===== config.mk =====
export PLATFORM = sky130hd
export DESIGN_NAME = z80_daisy_irq
export DESIGN_NICKNAME = d
export VERILOG_FILES = /design/src/rtl/z80_irq_pkg.sv /design/src/rtl/z80_daisy_chan.sv /design/src/rtl/z80_daisy_irq.sv
export SDC_FILE = /design/constraint.sdc
export NUM_CORES = 1
export LEC_CHECK = 0
export ABC_AREA = 1
export ABC_CLOCK_PERIOD_IN_PS = 1800
export BUFFER_PORTS_ARGS = -buffer_cell sky130_fd_sc_hd__buf_2
export CORE_ASPECT_RATIO = 0.7
export CORE_UTILIZATION = 47
export CTS_CLUSTER_DIAMETER = 30
export DETAILED_ROUTE_END_ITERATION = 16
export PLACE_DENSITY = 0.77
export SYNTH_ARGS = -nofsm -noshare
export SYNTH_HDL_FRONTEND = slang
export SYNTH_SLANG_ARGS = --single-unit

===== constraint.sdc =====
create_clock -name I_CLK -period 1.8 [get_ports I_CLK]
set_clock_uncertainty 0.05 [all_clocks]
set_input_delay 0.09 -clock I_CLK [delete_from_list [all_inputs] [get_ports I_CLK]]
set_output_delay 0.09 -clock I_CLK [all_outputs]
set_load 0.01 [all_outputs]

===== src/rtl/z80_irq_pkg.sv =====
// Shared constants and helpers for the Z80 mode-2 daisy-chain interrupt controller.
package z80_irq_pkg;
  localparam int NCH_MAX = 8;

  // Returns {found, index} of the lowest set bit; index 0 is highest priority.
  function automatic logic [3:0] prio_lowest(input logic [NCH_MAX-1:0] vec);
    logic [3:0] r;
    r = '0;
    for (int i = NCH_MAX - 1; i >= 0; i--)
      if (vec[i]) r = {1'b1, 3'(i)};
    return r;
  endfunction

  // Replaces bits [chw:1] of the vector base with the channel index.
  function automatic logic [7:0] vec_insert(input logic [7:0] base, input logic [2:0] idx,
                                            input int chw);
    logic [7:0] r;
    r = base;
    for (int i = 0; i < 3; i++)
      if (i < chw) r[i+1] = idx[i];
    return r;
  endfunction
endpackage


===== src/rtl/z80_daisy_chan.sv =====
// One interrupt channel: pending / in-service flops and their set/clear ordering.
module z80_daisy_chan
  import z80_irq_pkg::*;
(
  input  logic I_CLK,
  input  logic I_RESET,
  input  logic I_CLKEN,
  input  logic irq,
  input  logic ie,
  input  logic ack,
  input  logic reti_clr,
  output logic pend,
  output logic insv
);
  always_ff @(posedge I_CLK) begin
    if (I_RESET) begin
      pend <= 1'b0;
      insv <= 1'b0;
    end else if (I_CLKEN) begin
      // A fresh request beats the acknowledge clear so it is not lost.
      if (!ie)      pend <= 1'b0;
      else if (irq) pend <= 1'b1;
      else if (ack) pend <= 1'b0;
      // RETI clear is based on the old state; ack set lands on top of it.
      if (ack)           insv <= 1'b1;
      else if (reti_clr) insv <= 1'b0;
    end
  end
endmodule


===== src/rtl/z80_daisy_irq.sv =====
// Z80 mode-2 daisy-chain interrupt controller: priority, acknowledge vector, RETI, IEI/IEO.
module z80_daisy_irq
  import z80_irq_pkg::*;
#(
  parameter int NCH = 4,
  parameter int CHW = 2
) (
  input  logic           I_CLK,
  input  logic           I_RESET,
  input  logic           I_CLKEN,
  input  logic [NCH-1:0] I_IRQ,
  input  logic [NCH-1:0] I_IE,
  input  logic [7:0]     I_VEC_BASE,
  input  logic           I_IEI,
  input  logic           I_SPM1,
  input  logic           I_RETI,
  output logic           O_INT_n,
  output logic           O_IEO,
  output logic [7:0]     O_VEC,
  output logic           O_VEC_OE,
  output logic [NCH-1:0] O_ACK
);
  logic [NCH-1:0]     pend, insv, blk, elig, ack_vec, reti_vec;
  logic [NCH_MAX-1:0] elig8, insv8;
  logic [3:0]         ack_sel, reti_sel;
  logic               spm1_r, ack_valid, ack_fire, reti_fire;

  always_comb begin
    for (int k = 0; k < NCH; k++) begin
      blk[k] = 1'b0;
      for (int j = 0; j <= k; j++) blk[k] = blk[k] | insv[j];
    end
    elig  = pend & ~blk & {NCH{I_IEI}};
    elig8 = '0;
    insv8 = '0;
    elig8[NCH-1:0] = elig;
    insv8[NCH-1:0] = insv;
  end

  assign ack_sel   = prio_lowest(elig8);
  assign reti_sel  = prio_lowest(insv8);
  assign ack_fire  = I_CLKEN & I_SPM1 & ~spm1_r & I_IEI & ack_sel[3];
  assign reti_fire = I_CLKEN & I_RETI & I_IEI & reti_sel[3];

  always_comb begin
    for (int k = 0; k < NCH; k++) begin
      ack_vec[k]  = ack_fire  && (ack_sel[2:0]  == 3'(k));
      reti_vec[k] = reti_fire && (reti_sel[2:0] == 3'(k));
    end
  end

  for (genvar k = 0; k < NCH; k++) begin : g_chan
    z80_daisy_chan u_chan (
      .I_CLK    (I_CLK),
      .I_RESET  (I_RESET),
      .I_CLKEN  (I_CLKEN),
      .irq      (I_IRQ[k] & I_IE[k]),
      .ie       (I_IE[k]),
      .ack      (ack_vec[k]),
      .reti_clr (reti_vec[k]),
      .pend     (pend[k]),
      .insv     (insv[k])
    );
  end

  always_ff @(posedge I_CLK) begin
    if (I_RESET) begin
      spm1_r    <= 1'b0;
      ack_valid <= 1'b0;
      O_VEC     <= 8'h00;
      O_ACK     <= '0;
    end else if (I_CLKEN) begin
      spm1_r <= I_SPM1;
      O_ACK  <= ack_vec;
      if (ack_fire) begin
        ack_valid <= 1'b1;
        O_VEC     <= vec_insert(I_VEC_BASE, ack_sel[2:0], CHW);
      end else if (!I_SPM1) begin
        ack_valid <= 1'b0;
      end
    end
  end

  assign O_INT_n  = ~(|elig & ~ack_valid);
  assign O_VEC_OE = I_SPM1 & ack_valid & ~I_RESET;
  // Pending requests only hold off downstream during the acknowledge cycle itself.
  assign O_IEO    = I_IEI & ~(|insv) & ~(I_SPM1 & |pend);
endmodule


==> insert_results.sql <==
INSERT INTO impl_metrics (metric_group, metric, value, unit) VALUES
('critical_path', 'critical_path_maximum_fanout', '6', ''),
('clock_tree', 'clockBufferDepth', '2', ''),
('detailed_routing', 'post-route-drc-count', '0', ''),
('synthesis', 'synth-seq-area-share', '0.455', ''),
('timing', 'final-hold-violation-count', '0', ''),
('placement', 'place.gp.congestion', '0.901', ''),
('global_routing', 'wire_length_of_the_first_global_routing_pass', '3660', 'um'),
('timing', 'worst_setup_slack_after_layout', '206', 'ps'),
('global_routing', 'grt_use_total', '0.224', ''),
('detailed_routing', 'routed_via_density', '5.11', ''),
('die', 'die_width', '56.2', 'um'),
('timing', 'finalWorstPathRequiredPeriod', '1590', 'ps'),
('critical_path', 'crit_path_start_kind', 'register', ''),
('synthesis', 'yosys.area.top_type', 'sky130_fd_sc_hd__dfxtp_1', ''),
('clock_tree', 'worst_skew_pair.late_latency', '310', 'ps'),
('die', 'die-area', '2250', 'um2'),
('placement', 'portBuffers', '34', ''),
('global_routing', 'grt_antenna_before_repair', '0', ''),
('power', 'p_per_cell_area', '752', 'nW/um2'),
('critical_path', 'arrival', '1450', 'ps'),
('critical_path', 'worst-setup-path-type', 'reg2out', ''),
('clock_tree', 'cts.sinks', '22', ''),
('global_routing', 'grt_pass1_vias', '828', ''),
('clock_tree', 'cts.repair.resized', '0', ''),
('timing', 'maxSlewViolCount', '0', ''),
('die', 'std_cell_rows', '13', ''),
('detailed_routing', 'ant_nets', '0', ''),
('synthesis', 'ys.warnings.count', '0', ''),
('clock_tree', 'buffer_cell_driving_the_clock_tree_root', 'sky130_fd_sc_hd__clkbuf_4', ''),
('detailed_routing', 'first_iter_violations', '57', ''),
('die', 'core_region_area', '1900', 'um2'),
('layout', 'final_layout_size_suffix_gt1_frac', '0.260', ''),
('detailed_routing', 'drt-pass1-iter-count', '4', ''),
('flow_run', 'max_cap_violations', '0', ''),
('layout', 'diodes', '0', ''),
('timing', 'fin_tns_setup', '0', 'ps'),
('die', 'initial_standard_cell_utilization_of_the_core', '0.508', ''),
('worst_hold_path', 'timing.hold.worst.class', 'in2reg', ''),
('placement', 'placement.setup.worst_slack', '313', 'ps'),
('synthesis', 'netlist_instances', '133', ''),
('timing', 'fin_hold_ws', '21.2', 'ps'),
('detailed_routing', 'postRouteWirelength', '2460', 'um'),
('die', 'floorplan.io_pins', '37', ''),
('clock_tree', 'clkSlewWorstSetupHoldPaths', '120', 'ps'),
('layout', 'layout_overhead_on_the_synthesized_area', '38.0', '%'),
('timing', 'maximum_clock_frequency', '628', 'MHz'),
('synthesis', 'synthDistinctLibCells', '21', ''),
('clock_tree', 'cts_bufs_inserted', '3', ''),
('layout', 'design.final.nets', '204', ''),
('power', 'total_leakage_power', '0.628', 'nW'),
('timing', 'worst-slew-pin-transition', '414', 'ps'),
('synthesis', 'synth_top_cells_by_area', 'sky130_fd_sc_hd__dfxtp_1, sky130_fd_sc_hd__nand2_1, sky130_fd_sc_hd__a21oi_1, sky130_fd_sc_hd__nor2_1, sky130_fd_sc_hd__o21ai_0', ''),
('synthesis', 'mappedNetlistNets', '155', ''),
('global_routing', 'grt-ovfl-total', '0', ''),
('timing', 'slew_headroom', '0.720', ''),
('layout', 'fillers', '166', ''),
('synthesis', 'syn-cell-area', '967', 'um2'),
('timing', 'timing.final.crit_share', '0.885', ''),
('detailed_routing', 'post_drt_wl_per_cell', '12.1', 'um'),
('clock_tree', 'ctsHtreeMaxLevel', '1', ''),
('power', 'vdd_drop_max', '0.000745', 'V'),
('detailed_routing', 'vias', '1037', ''),
('critical_path', 'critical_path.endpoint_type', 'output port', ''),
('die', 'die_y', '40.0', 'um'),
('global_routing', 'grt_max_degree', '14', ''),
('synthesis', 'avgSynthCellArea', '7.27', 'um2'),
('clock_tree', 'holdBufCountCts', '12', ''),
('clock_tree', 'tritoncts', 'built', ''),
('placement', 'hpwlAfterDp', '1700', 'um'),
('timing', 'unrepaired_setup_endpoints_after_global_routing', 'false', ''),
('synthesis', 'synth-seq-cells', '22', ''),
('run_status', 'run_status', 'finished, final reports clean', ''),
('timing', 'final-setup-viol-count', '0', ''),
('clock_tree', 'cts.repair_timing.setup_buffer_count', '0', ''),
('synthesis', 'synth_top_cell_area_share', '0.455', ''),
('critical_path', 'critical_path_required', '1660', 'ps');
[metrics by stage]
step	area, um2	util	total power [mW]	cells
floorplan	967	-	0.574	133
global placement	1150	0.606	0.613	186
detailed placement	1150	0.606	0.617	186
CTS	1330	0.696	1.01	202
global route	1340	0.702	1.05	203
finish	1340	0.702	1.00	203
[metal layers]
metal  part of all wire  routed length, um  vias up  track usage
met5                  0                  0        -            0
met4              0.014                 34        0       0.0793
met3              0.066                162        6       0.0710
met2               0.45               1100       43        0.363
met1               0.47               1160      454        0.292
li1                   -                  -      534            -
[registers in the layout (all words and copies together) (netlist names)]
signal	cells
ack_valid	1
spm1_r	1
g_chan.u_chan.insv	4
O_ACK	4
O_VEC	8
g_chan.u_chan.pend	4
[power breakdown]
part / switching, mW / total [mW] / internal (mW)
logic: 0.0647 / 0.124 / 0.0595
registers: 0.00817 / 0.506 / 0.498
clock network: 0.149 / 0.374 / 0.225
total: 0.222 / 1.00 / 0.782
[critical path: stages (launching register included)]
cell	delay, ps
sky130_fd_sc_hd__dfxtp_1	450
sky130_fd_sc_hd__nand3b_1	240
sky130_fd_sc_hd__and2_4	180
sky130_fd_sc_hd__nand3_2	90
sky130_fd_sc_hd__nand2_1	70
sky130_fd_sc_hd__buf_2	120
[area by class of cell]
type	count	area (um2)	share of cell area
sequential	22	440	0.330
inverter	13	48.8	0.0366
clock inverter	1	30.0	0.0225
tap	22	27.5	0.0206
clock buffer	3	22.5	0.0169
multi-input combinational	95	465	0.349
timing repair buffer	47	300	0.225
[kinds of logic after synthesis]
| kind of cell | synth area share |
|---|---|
| and+or+nand+nor | 0.296 |
| DFF | 0.455 |
| buffers and inverters | 0.0634 |
| AOI/OAI and AO/OA | 0.185 |
[final timing paths]
path / depth (start not counted) / end / slack, ps / start
setup / recovery: 5 / O_INT_n / 210 / g_chan[0].u_chan.insv$_SDFFE_PP0P_
hold / removal: 3 / g_chan[3].u_chan.pend$_SDFFE_PP0P_ / 20 / I_CLKEN
setup reg to reg: 8 / g_chan[0].u_chan.pend$_SDFFE_PP0P_ / 210 / g_chan[0].u_chan.insv$_SDFFE_PP0P_
hold reg to reg: 2 / O_ACK[3]$_SDFFE_PP0P_ / 430 / O_ACK[3]$_SDFFE_PP0P_
[cells in the final DEF, fill, tap and decap left out]
| cell type | instances |
|---|---|
| sky130_fd_sc_hd__a21oi_1 | 15 |
| sky130_fd_sc_hd__a21oi_2 | 1 |
| sky130_fd_sc_hd__and2_4 | 1 |
| sky130_fd_sc_hd__buf_2 | 34 |
| sky130_fd_sc_hd__bufinv_16 | 1 |
| sky130_fd_sc_hd__clkbuf_4 | 3 |
| sky130_fd_sc_hd__dfxtp_1 | 22 |
| sky130_fd_sc_hd__dlygate4sd3_1 | 13 |
| sky130_fd_sc_hd__inv_1 | 12 |
| sky130_fd_sc_hd__inv_2 | 1 |
| sky130_fd_sc_hd__nand2_1 | 29 |
| sky130_fd_sc_hd__nand2_4 | 1 |
| sky130_fd_sc_hd__nand3_1 | 7 |
| sky130_fd_sc_hd__nand3_2 | 1 |
| sky130_fd_sc_hd__nand3b_1 | 1 |
| sky130_fd_sc_hd__nand4_1 | 1 |
| sky130_fd_sc_hd__nor2_1 | 17 |
| sky130_fd_sc_hd__nor2_2 | 3 |
| sky130_fd_sc_hd__nor2_4 | 1 |
| sky130_fd_sc_hd__nor3_1 | 1 |
| sky130_fd_sc_hd__o21a_1 | 3 |
| sky130_fd_sc_hd__o21ai_0 | 11 |
| sky130_fd_sc_hd__o41ai_1 | 2 |
[synth_stat cells]
master                     count
sky130_fd_sc_hd__nand2_1      29
sky130_fd_sc_hd__dfxtp_1      22
sky130_fd_sc_hd__nor2_1       17
sky130_fd_sc_hd__a21oi_1      15
sky130_fd_sc_hd__inv_1        12
sky130_fd_sc_hd__o21ai_0      11
sky130_fd_sc_hd__nand3_1       7
sky130_fd_sc_hd__nor2_2        3
sky130_fd_sc_hd__o21a_1        3
sky130_fd_sc_hd__clkbuf_1      2
sky130_fd_sc_hd__o41ai_1       2
sky130_fd_sc_hd__a21oi_2       1
sky130_fd_sc_hd__and2_4        1
sky130_fd_sc_hd__buf_2         1
sky130_fd_sc_hd__inv_2         1
sky130_fd_sc_hd__nand2_4       1
sky130_fd_sc_hd__nand3_2       1
sky130_fd_sc_hd__nand3b_1      1
sky130_fd_sc_hd__nand4_1       1
sky130_fd_sc_hd__nor2_4        1
sky130_fd_sc_hd__nor3_1        1
No activity file was read; power rests on OpenSTA's default activity.
